$ cat src/rtl/edge_det_pkg.sv
// Shared constants and types for the multi-channel edge detector.
// Mode encodings, the per-channel level FSM states and the edge-qualify helper live here.
package edge_det_pkg;

   localparam logic [1:0] MODE_OFF  = 2'b00;
   localparam logic [1:0] MODE_RISE = 2'b01;
   localparam logic [1:0] MODE_FALL = 2'b10;
   localparam logic [1:0] MODE_BOTH = 2'b11;

   typedef enum logic {
      ST_LOW  = 1'b0,
      ST_HIGH = 1'b1
   } fsm_state_e;

   // True when a filtered transition of the given direction is enabled by mode.
   function automatic logic edge_enabled(input logic [1:0] mode,
                                         input logic       rise,
                                         input logic       fall);
      logic hit;
      hit = 1'b0;
      case (mode)
         MODE_OFF:  hit = 1'b0;
         MODE_RISE: hit = rise;
         MODE_FALL: hit = fall;
         MODE_BOTH: hit = rise | fall;
         default:   hit = 1'b0;
      endcase
      return hit;
   endfunction

endpackage

$ cat src/rtl/edge_det_channel.sv
// One detector channel: synchroniser chain, stability filter, LOW/HIGH level FSM,
// registered tick and sticky write-1-to-clear pend flag.
module edge_det_channel
   import edge_det_pkg::*;
#(
   parameter int SYNC_STAGES = 2,
   parameter int FILTER_LEN  = 4
) (
   input  logic       clk,
   input  logic       reset,
   input  logic       level,
   input  logic [1:0] mode,
   input  logic       clr,
   output logic       tick,
   output logic       pend,
   output fsm_state_e state
);

   localparam int CNT_W = $clog2(FILTER_LEN + 1);

   logic [SYNC_STAGES-1:0] sync_q;
   logic                   s;
   logic [CNT_W-1:0]       cnt_q;
   logic [CNT_W-1:0]       cnt_d;
   fsm_state_e             state_q;
   fsm_state_e             state_d;
   logic                   tick_q;
   logic                   tick_set;
   logic                   pend_q;

   assign s = sync_q[SYNC_STAGES-1];

   // The filtered level is the FSM state; a toggle happens only once the
   // synchronised input has disagreed for FILTER_LEN consecutive samples.
   always_comb begin
      state_d  = state_q;
      cnt_d    = '0;
      tick_set = 1'b0;
      if (s != (state_q == ST_HIGH)) begin
         if (cnt_q == CNT_W'(FILTER_LEN - 1)) begin
            state_d  = (state_q == ST_LOW) ? ST_HIGH : ST_LOW;
            tick_set = edge_enabled(mode, state_q == ST_LOW, state_q == ST_HIGH);
         end else begin
            cnt_d = cnt_q + 1'b1;
         end
      end
   end

   always_ff @(posedge clk) begin
      if (reset) begin
         sync_q  <= '0;
         cnt_q   <= '0;
         state_q <= ST_LOW;
         tick_q  <= 1'b0;
         pend_q  <= 1'b0;
      end else begin
         sync_q[0] <= level;
         for (int k = 1; k < SYNC_STAGES; k++) begin
            sync_q[k] <= sync_q[k-1];
         end
         cnt_q   <= cnt_d;
         state_q <= state_d;
         tick_q  <= tick_set;
         // A new qualified edge beats a clear strobe in the same cycle.
         pend_q  <= tick_set | (pend_q & ~clr);
      end
   end

   assign tick  = tick_q;
   assign pend  = pend_q;
   assign state = state_q;

endmodule

$ cat src/rtl/multi_edge_detector.sv
// N_CH independent filtered edge-detector channels with a combined interrupt line.
// filt is taken straight from each channel's LOW/HIGH state register.
module multi_edge_detector
   import edge_det_pkg::*;
#(
   parameter int N_CH        = 8,
   parameter int SYNC_STAGES = 2,
   parameter int FILTER_LEN  = 4
) (
   input  logic              clk,
   input  logic              reset,
   input  logic [N_CH-1:0]   level,
   input  logic [2*N_CH-1:0] mode,
   input  logic [N_CH-1:0]   clr,
   output logic [N_CH-1:0]   tick,
   output logic [N_CH-1:0]   pend,
   output logic [N_CH-1:0]   filt,
   output logic              irq
);

   fsm_state_e ch_state [N_CH];

   for (genvar i = 0; i < N_CH; i++) begin : g_ch
      edge_det_channel #(
         .SYNC_STAGES (SYNC_STAGES),
         .FILTER_LEN  (FILTER_LEN)
      ) u_ch (
         .clk   (clk),
         .reset (reset),
         .level (level[i]),
         .mode  (mode[2*i+1:2*i]),
         .clr   (clr[i]),
         .tick  (tick[i]),
         .pend  (pend[i]),
         .state (ch_state[i])
      );

      assign filt[i] = (ch_state[i] == ST_HIGH);
   end

   assign irq = |pend;

endmodule
$ cat config.mk
export PLATFORM = sky130hd
export DESIGN_NAME = multi_edge_detector
export DESIGN_NICKNAME = d
export VERILOG_FILES = /design/src/rtl/edge_det_pkg.sv /design/src/rtl/edge_det_channel.sv /design/src/rtl/multi_edge_detector.sv
export SDC_FILE = /design/constraint.sdc
export NUM_CORES = 1
export LEC_CHECK = 0
export BUFFER_PORTS_ARGS = -buffer_cell sky130_fd_sc_hd__buf_4
export CAP_MARGIN = 10
export CELL_PAD_IN_SITES_DETAIL_PLACEMENT = 0
export CELL_PAD_IN_SITES_GLOBAL_PLACEMENT = 2
export CORE_ASPECT_RATIO = 1.1
export CORE_MARGIN = 2
export CORE_UTILIZATION = 31
export CTS_BUF_LIST = sky130_fd_sc_hd__clkbuf_4
export CTS_CLUSTER_DIAMETER = 80
export DETAILED_ROUTE_END_ITERATION = 6
export PLACE_DENSITY = 0.77
export RECOVER_POWER = 50
export SYNTH_ARGS = -nofsm -noshare
export SYNTH_HDL_FRONTEND = slang
export SYNTH_SLANG_ARGS = --single-unit
export TNS_END_PERCENT = 5
$ cat constraint.sdc
create_clock -name clk -period 1.1 [get_ports clk]
set_clock_uncertainty 0.2 [all_clocks]
set_input_delay 0.22 -clock clk [delete_from_list [all_inputs] [get_ports clk]]
set_output_delay 0.22 -clock clk [all_outputs]
set_load 0.02 [all_outputs]
==> results of run 1 <==
==> layout make-up <==
cell class | count | area, um^2 | area share, %
antenna | 1 | 2.50 | 0.0593
clock buffer | 10 | 75.1 | 1.78
clock inverter | 5 | 48.8 | 1.16
inverter | 24 | 90.1 | 2.13
multi-input combinational | 139 | 1320 | 31.2
sequential | 64 | 1330 | 31.6
tap | 108 | 135 | 3.20
timing repair buffer | 128 | 1220 | 28.8
==> final timing paths <==
kind                            to  cells past startpoint  slack (ps)
min              g_ch[4].u_ch.tick                      3         -70
max                            irq                      3        -590
min reg2reg  g_ch[1].u_ch.cnt_q[0]                      1         230
max reg2reg     g_ch[0].u_ch.state                      5        -200
==> report_power, final <==
group          switching, mW  internal [mW]
sequential            0.0189           2.35
combinational          0.128          0.239
clock                  0.807          0.689
==> layer usage <==
layer	track usage, %	routed length (um)	part of all wire (%)	up-vias
li1	-	-	-	1041
met2	21.6	2740	52	41
met1	12.9	2260	43	905
met5	0	0	0	-
met3	2.58	158	3.0	10
met4	8.04	146	2.8	0
==> critical path, delay by kind of cell (launching register included) <==
kind          cells  cell delay, ps
buf+inv           1             150
flops             1             350
simple gates      2             370
==> per-stage QoR <==
step	power [mW]	hold slack, ps	setup slack (ps)
floorplan	2.53	116	-47.8
global placement	2.67	187	-188
detailed placement	2.68	199	-217
CTS	4.29	-77.7	-630
global route	4.43	-71.0	-674
finish	4.23	-67.7	-589
==> Yosys cell counts <==
master and number:
dfxtp_1 64, nor2_1 40, nor2b_1 28, buf_4 25
inv_1 24, ha_1 16, mux2i_1 8, nand2b_1 8
o21ai_1 8, a22oi_1 6, nor3_1 6, o32ai_2 5
and2b_1 3, buf_6 3, o32ai_1 3, a22oi_2 2
nor3_2 2, nor4_1 2, buf_2 1, clkbuf_1 1
nand2_1 1, nor2b_2 1
==> flip-flops by register name (all words and copies together), names as in the netlist <==
register,flops
g_ch.u_ch.cnt_q,24
g_ch.u_ch.tick,8
g_ch.u_ch.sync_q,16
g_ch.u_ch.pend,8
g_ch.u_ch.state,8
==> cells by family after synthesis <==
group           count (synthesis)
compound gates                 24
buf+inv                        54
fa+ha+maj                      16
simple gates                   91
flops                          64
mux                             8
==> timing repair <==
item                       in CTS  in global routing
setup buffers                   0                  1
pin swaps                      12                  7
hold endpoints to repair       26                  3
setup endpoints to repair      73                 75
resized for setup              57                 52
==> flow_summary.json, run 1 <==
{
  "syn_area_per_cell_um2": 10.0,
  "synth_nets": 307,
  "synth_area_leader_cell": "dfxtp_1",
  "finalMaxSlewViolations": 0,
  "worstSetupStartpoint": "g_ch[2].u_ch.pend",
  "top_level_ports": 59,
  "drtPass1Iterations": 4,
  "startpoint_type": "flop",
  "routed_wl_um": 5300,
  "status": "finished, violations left",
  "grtUsageTotal_pct": 12.1,
  "fin_util_pct": 52.8,
  "dieArea_mm2": 0.00904,
  "synthToLayoutAreaGrowth_pct": 64.1,
  "numPortBuffers": 58,
  "initial_core_util_pct": 32.2,
  "placed_cells": 431,
  "whs_ps": -67.7,
  "worstHoldStart": "mode[8]",
  "finalSetupViolations": 72,
  "yosys.cell_types.count": 22,
  "endpoint_kind": "output port",
  "slew_headroom_pct": 75.0,
  "grt_pass1_wl_um": 8450,
  "hold_class": "input pin to flop",
  "place.gp.congestion": 0.669,
  "clk_pin_slew_ps": 120,
  "worst_pin_slew_ps": 376,
  "synth.top_cell.area_share_pct": 49.8,
  "max_stage_delay_ps": 350,
  "post-route-min-period_ps": 1690,
  "synth-xor-area-share_pct": 0,
  "power.density_mw_per_mm2": 1000,
  "dieHeight_um": 99.5,
  "drt_iter0_markers": 26,
  "p_leak_nw": 1.66,
  "synth_compound_area_share_pct": 8.46,
  "worstReg2RegStart": "g_ch[0].u_ch.cnt_q[0]",
  "cap_violations": 0,
  "synthSimpleGateAreaFrac_pct": 18.4,
  "finalCritPeriodShare_pct": 154,
  "seq_area_frac_synth_pct": 49.8,
  "core_mm2": 0.00800,
  "viasPerCell": 4.17,
  "wire_per_inst_um": 11.1,
  "tns_ps": -11350,
  "numCtsBuffers": 9,
  "layout_commonest_cell": "buf_4",
  "grt_overflow": 0,
  "clockRootBuffer": "clkbuf_4",
  "violations": "hold timing, setup timing",
  "crit_arrival_ps": 1270,
  "worstPathMaxFanout": 2,
  "grt_start_max_net_pins": 22,
  "hold_viol_final": 1,
  "hpwl_um": 3680,
  "ir_drop_v": 0.000555,
  "cts_sinks": 64,
  "instances_no_fill": 479,
  "critPathKind": "flop to output port",
  "rsz0062_at_grt": "true",
  "dpl_cell_area_mm2": 0.00342,
  "syn_area_mm2": 0.00257,
  "max_freq_mhz": 592,
  "grt_antenna_before_repair": 1,
  "cts.hold.buffers_added": 31,
  "clock_path_buffers": 2,
  "synth_cells": 257,
  "ys_top_cells_by_area": "dfxtp_1, ha_1, buf_4",
  "final.fill_count": 771,
  "grt_pass1_vias": 1984,
  "chipWidth_um": 90.9,
  "yosysWarnings": 0,
  "final_area_mm2": 0.00422,
  "nNetsFinal": 416,
  "drcViolationCount": 0,
  "crit_path_top_delay_cell": "dfxtp_2",
  "clk_latency_ps": 400,
  "drive_gt1_share_pct": 57.6,
  "final_cell_mix": "buf_4, buf_6, dfxtp_2",
  "cts_tree": "yes",
  "crit_chain": "nor4_2 > nand2_1 > buf_6",
  "synth_fa_ha_area_share_pct": 7.78,
  "setup_ws_ps": -589,
  "postSynthRegisterBits": 64,
  "vias": 1997,
  "synth_top_family_by_area": "simple AND/OR/NAND/NOR gates",
  "htree_levels": 3,
  "critPathRequiredTime_ps": 680,
  "synthMuxAreaShare_pct": 3.11,
  "antenna_left": 0,
  "row_count": 34
}
Note: power is estimated with default switching activity, not from simulation.
==> run 2: changes to the inputs <==
- clock period: 1.1 -> 1.5 ns (I/O delays scaled with it)
==> flow_summary.json, run 2 (same netlist as run 1, synthesis figures left out) <==
{
  "status": "finished, violations left",
  "violations": "setup timing",
  "crit_arrival_ps": 1240,
  "grt_antenna_before_repair": 0,
  "dieHeight_um": 99.5,
  "clock_path_buffers": 2,
  "clk_latency_ps": 390,
  "final.fill_count": 840,
  "power.density_mw_per_mm2": 859,
  "final_cell_mix": "dfxtp_1, buf_4, nor2_1",
  "antennaDiodeCount": 0,
  "clockRootBuffer": "clkbuf_4",
  "layout_commonest_cell": "dfxtp_1",
  "seq_area_mm2": 0.00129,
  "core_mm2": 0.00800,
  "row_count": 34,
  "critPathRequiredTime_ps": 1000,
  "top_level_ports": 59,
  "hold_class": "input pin to flop",
  "rsz0062_at_grt": "true",
  "finalMaxSlewViolations": 0,
  "largest_register_ffs": 24,
  "synthToLayoutAreaGrowth_pct": 29.8,
  "dieArea_mm2": 0.00904,
  "busiest_layer": "met2",
  "antenna_left": 0,
  "hpwl_um": 3370,
  "post-route-min-period_ps": 1740,
  "cts_sinks": 64,
  "chipWidth_um": 90.9,
  "gr-usage-met1_pct": 13.2,
  "grt_use_met3_pct": 2.73,
  "cts_tree": "yes",
  "drtPass1Iterations": 4,
  "dpl_cell_area_mm2": 0.00299,
  "worstReg2RegStart": "g_ch[0].u_ch.cnt_q[0]",
  "reg_top3": "g_ch.u_ch.cnt_q: 24 flops, g_ch.u_ch.sync_q: 16 flops",
  "critPathKind": "flop to output port",
  "startpoint_type": "flop",
  "multiInputGateArea_um2": 981,
  "r2r-end": "g_ch[0].u_ch.cnt_q[0]",
  "max_freq_mhz": 575,
  "initial_core_util_pct": 32.2,
  "ir_drop_v": 0.000352,
  "final_area_mm2": 0.00334,
  "setup_ws_ps": -239,
  "worst_pin_slew_ps": 471,
  "place.gp.congestion": 0.752,
  "slew_headroom_pct": 68.6,
  "endpoint_kind": "output port",
  "drcViolationCount": 0,
  "numPortBuffers": 58,
  "clk_pin_slew_ps": 100,
  "wire_per_inst_um": 10.3,
  "grt_start_max_net_pins": 21,
  "viasPerCell": 4.06,
  "finalCritPeriodShare_pct": 116,
  "grt_pass1_wl_um": 7470,
  "drt_iter0_markers": 31,
  "finalSetupViolations": 1,
  "htree_levels": 3,
  "nNetsFinal": 376,
  "cap_violations": 0,
  "worstSetupStartpoint": "g_ch[3].u_ch.pend",
  "p_leak_nw": 1.40,
  "grt_pass1_vias": 1655,
  "worstPathMaxFanout": 3,
  "ff2ff_path_depth": 6,
  "vias": 1781,
  "dp_slack_ps": 83.7,
  "r2r_slack_ps": 120,
  "grt_overflow": 0,
  "top_register": "g_ch.u_ch.cnt_q",
  "cp-endpoint": "irq",
  "grtUsageTotal_pct": 10.8,
  "drive_gt1_share_pct": 29.6,
  "use_met2_pct": 16.8,
  "routed_wl_um": 4510,
  "numCtsBuffers": 9,
  "hold_viol_final": 0
}
[run 2: final cells by class]
cell class	instances	share of cell area [%]
multi-input combinational	139	29.4
timing repair buffer	88	22.0
inverter	24	2.70
clock buffer	11	2.47
sequential	64	38.7
clock inverter	5	0.712
tap	108	4.05
[run 2: worst max-delay path: stages, from the launching register on]
cell and delay [ps]:
dfxtp_2 350, nor4_1 260, nand2_1 100, buf_6 140
[run 2: how the worst min path moves through the flow]
| stage | start | endpoint | slack, ps | cells past startpoint |
|---|---|---|---|---|
| finish | mode[15] | g_ch[7].u_ch.tick | 40 | 3 |
| global route | mode[5] | g_ch[2].u_ch.tick | 30 | 3 |
| CTS | mode[15] | g_ch[7].u_ch.tick | 8 | 3 |
| detailed placement | g_ch[7].u_ch.cnt_q[0] | g_ch[7].u_ch.cnt_q[0] | 210 | 1 |
| global placement | g_ch[3].u_ch.cnt_q[0] | g_ch[3].u_ch.cnt_q[0] | 210 | 1 |
| floorplan | clr[2] | g_ch[2].u_ch.pend | 200 | 1 |
[run 2: metrics by stage]
stage	cells	hold WS, ps	TNS, ps	power [mW]	util, %
floorplan	257	197	0	1.85	-
global placement	402	206	0	1.94	37.4
detailed placement	402	211	0	1.94	37.4
CTS	439	7.95	-373	2.94	41.9
global route	439	34.1	-406	3.04	41.8
finish	439	35.9	-239	2.87	41.8
[run 2: repair_timing]
item / CTS / global route
cloned: 0 / 0
setup buffers: 1 / 0
hold buffers: 20 / 0
endpoints found under the setup margin: 5 / 6
pin swaps: 2 / 1
endpoints found under the hold margin: 18 / 0
gates resized for setup: 15 / 3
[run 2: where the power goes]
| part | total [mW] | internal (mW) | switching, mW |
|---|---|---|---|
| combinational | 0.199 | 0.127 | 0.0722 |
| clock | 0.937 | 0.362 | 0.575 |
| sequential | 1.73 | 1.72 | 0.0104 |
[run 2: per-layer routing]
metal / part of all wire [%] / wire (um)
met1: 47 / 2100
met2: 46 / 2070
met3: 5.2 / 235
met4: 2.4 / 108
met5: 0 / 0
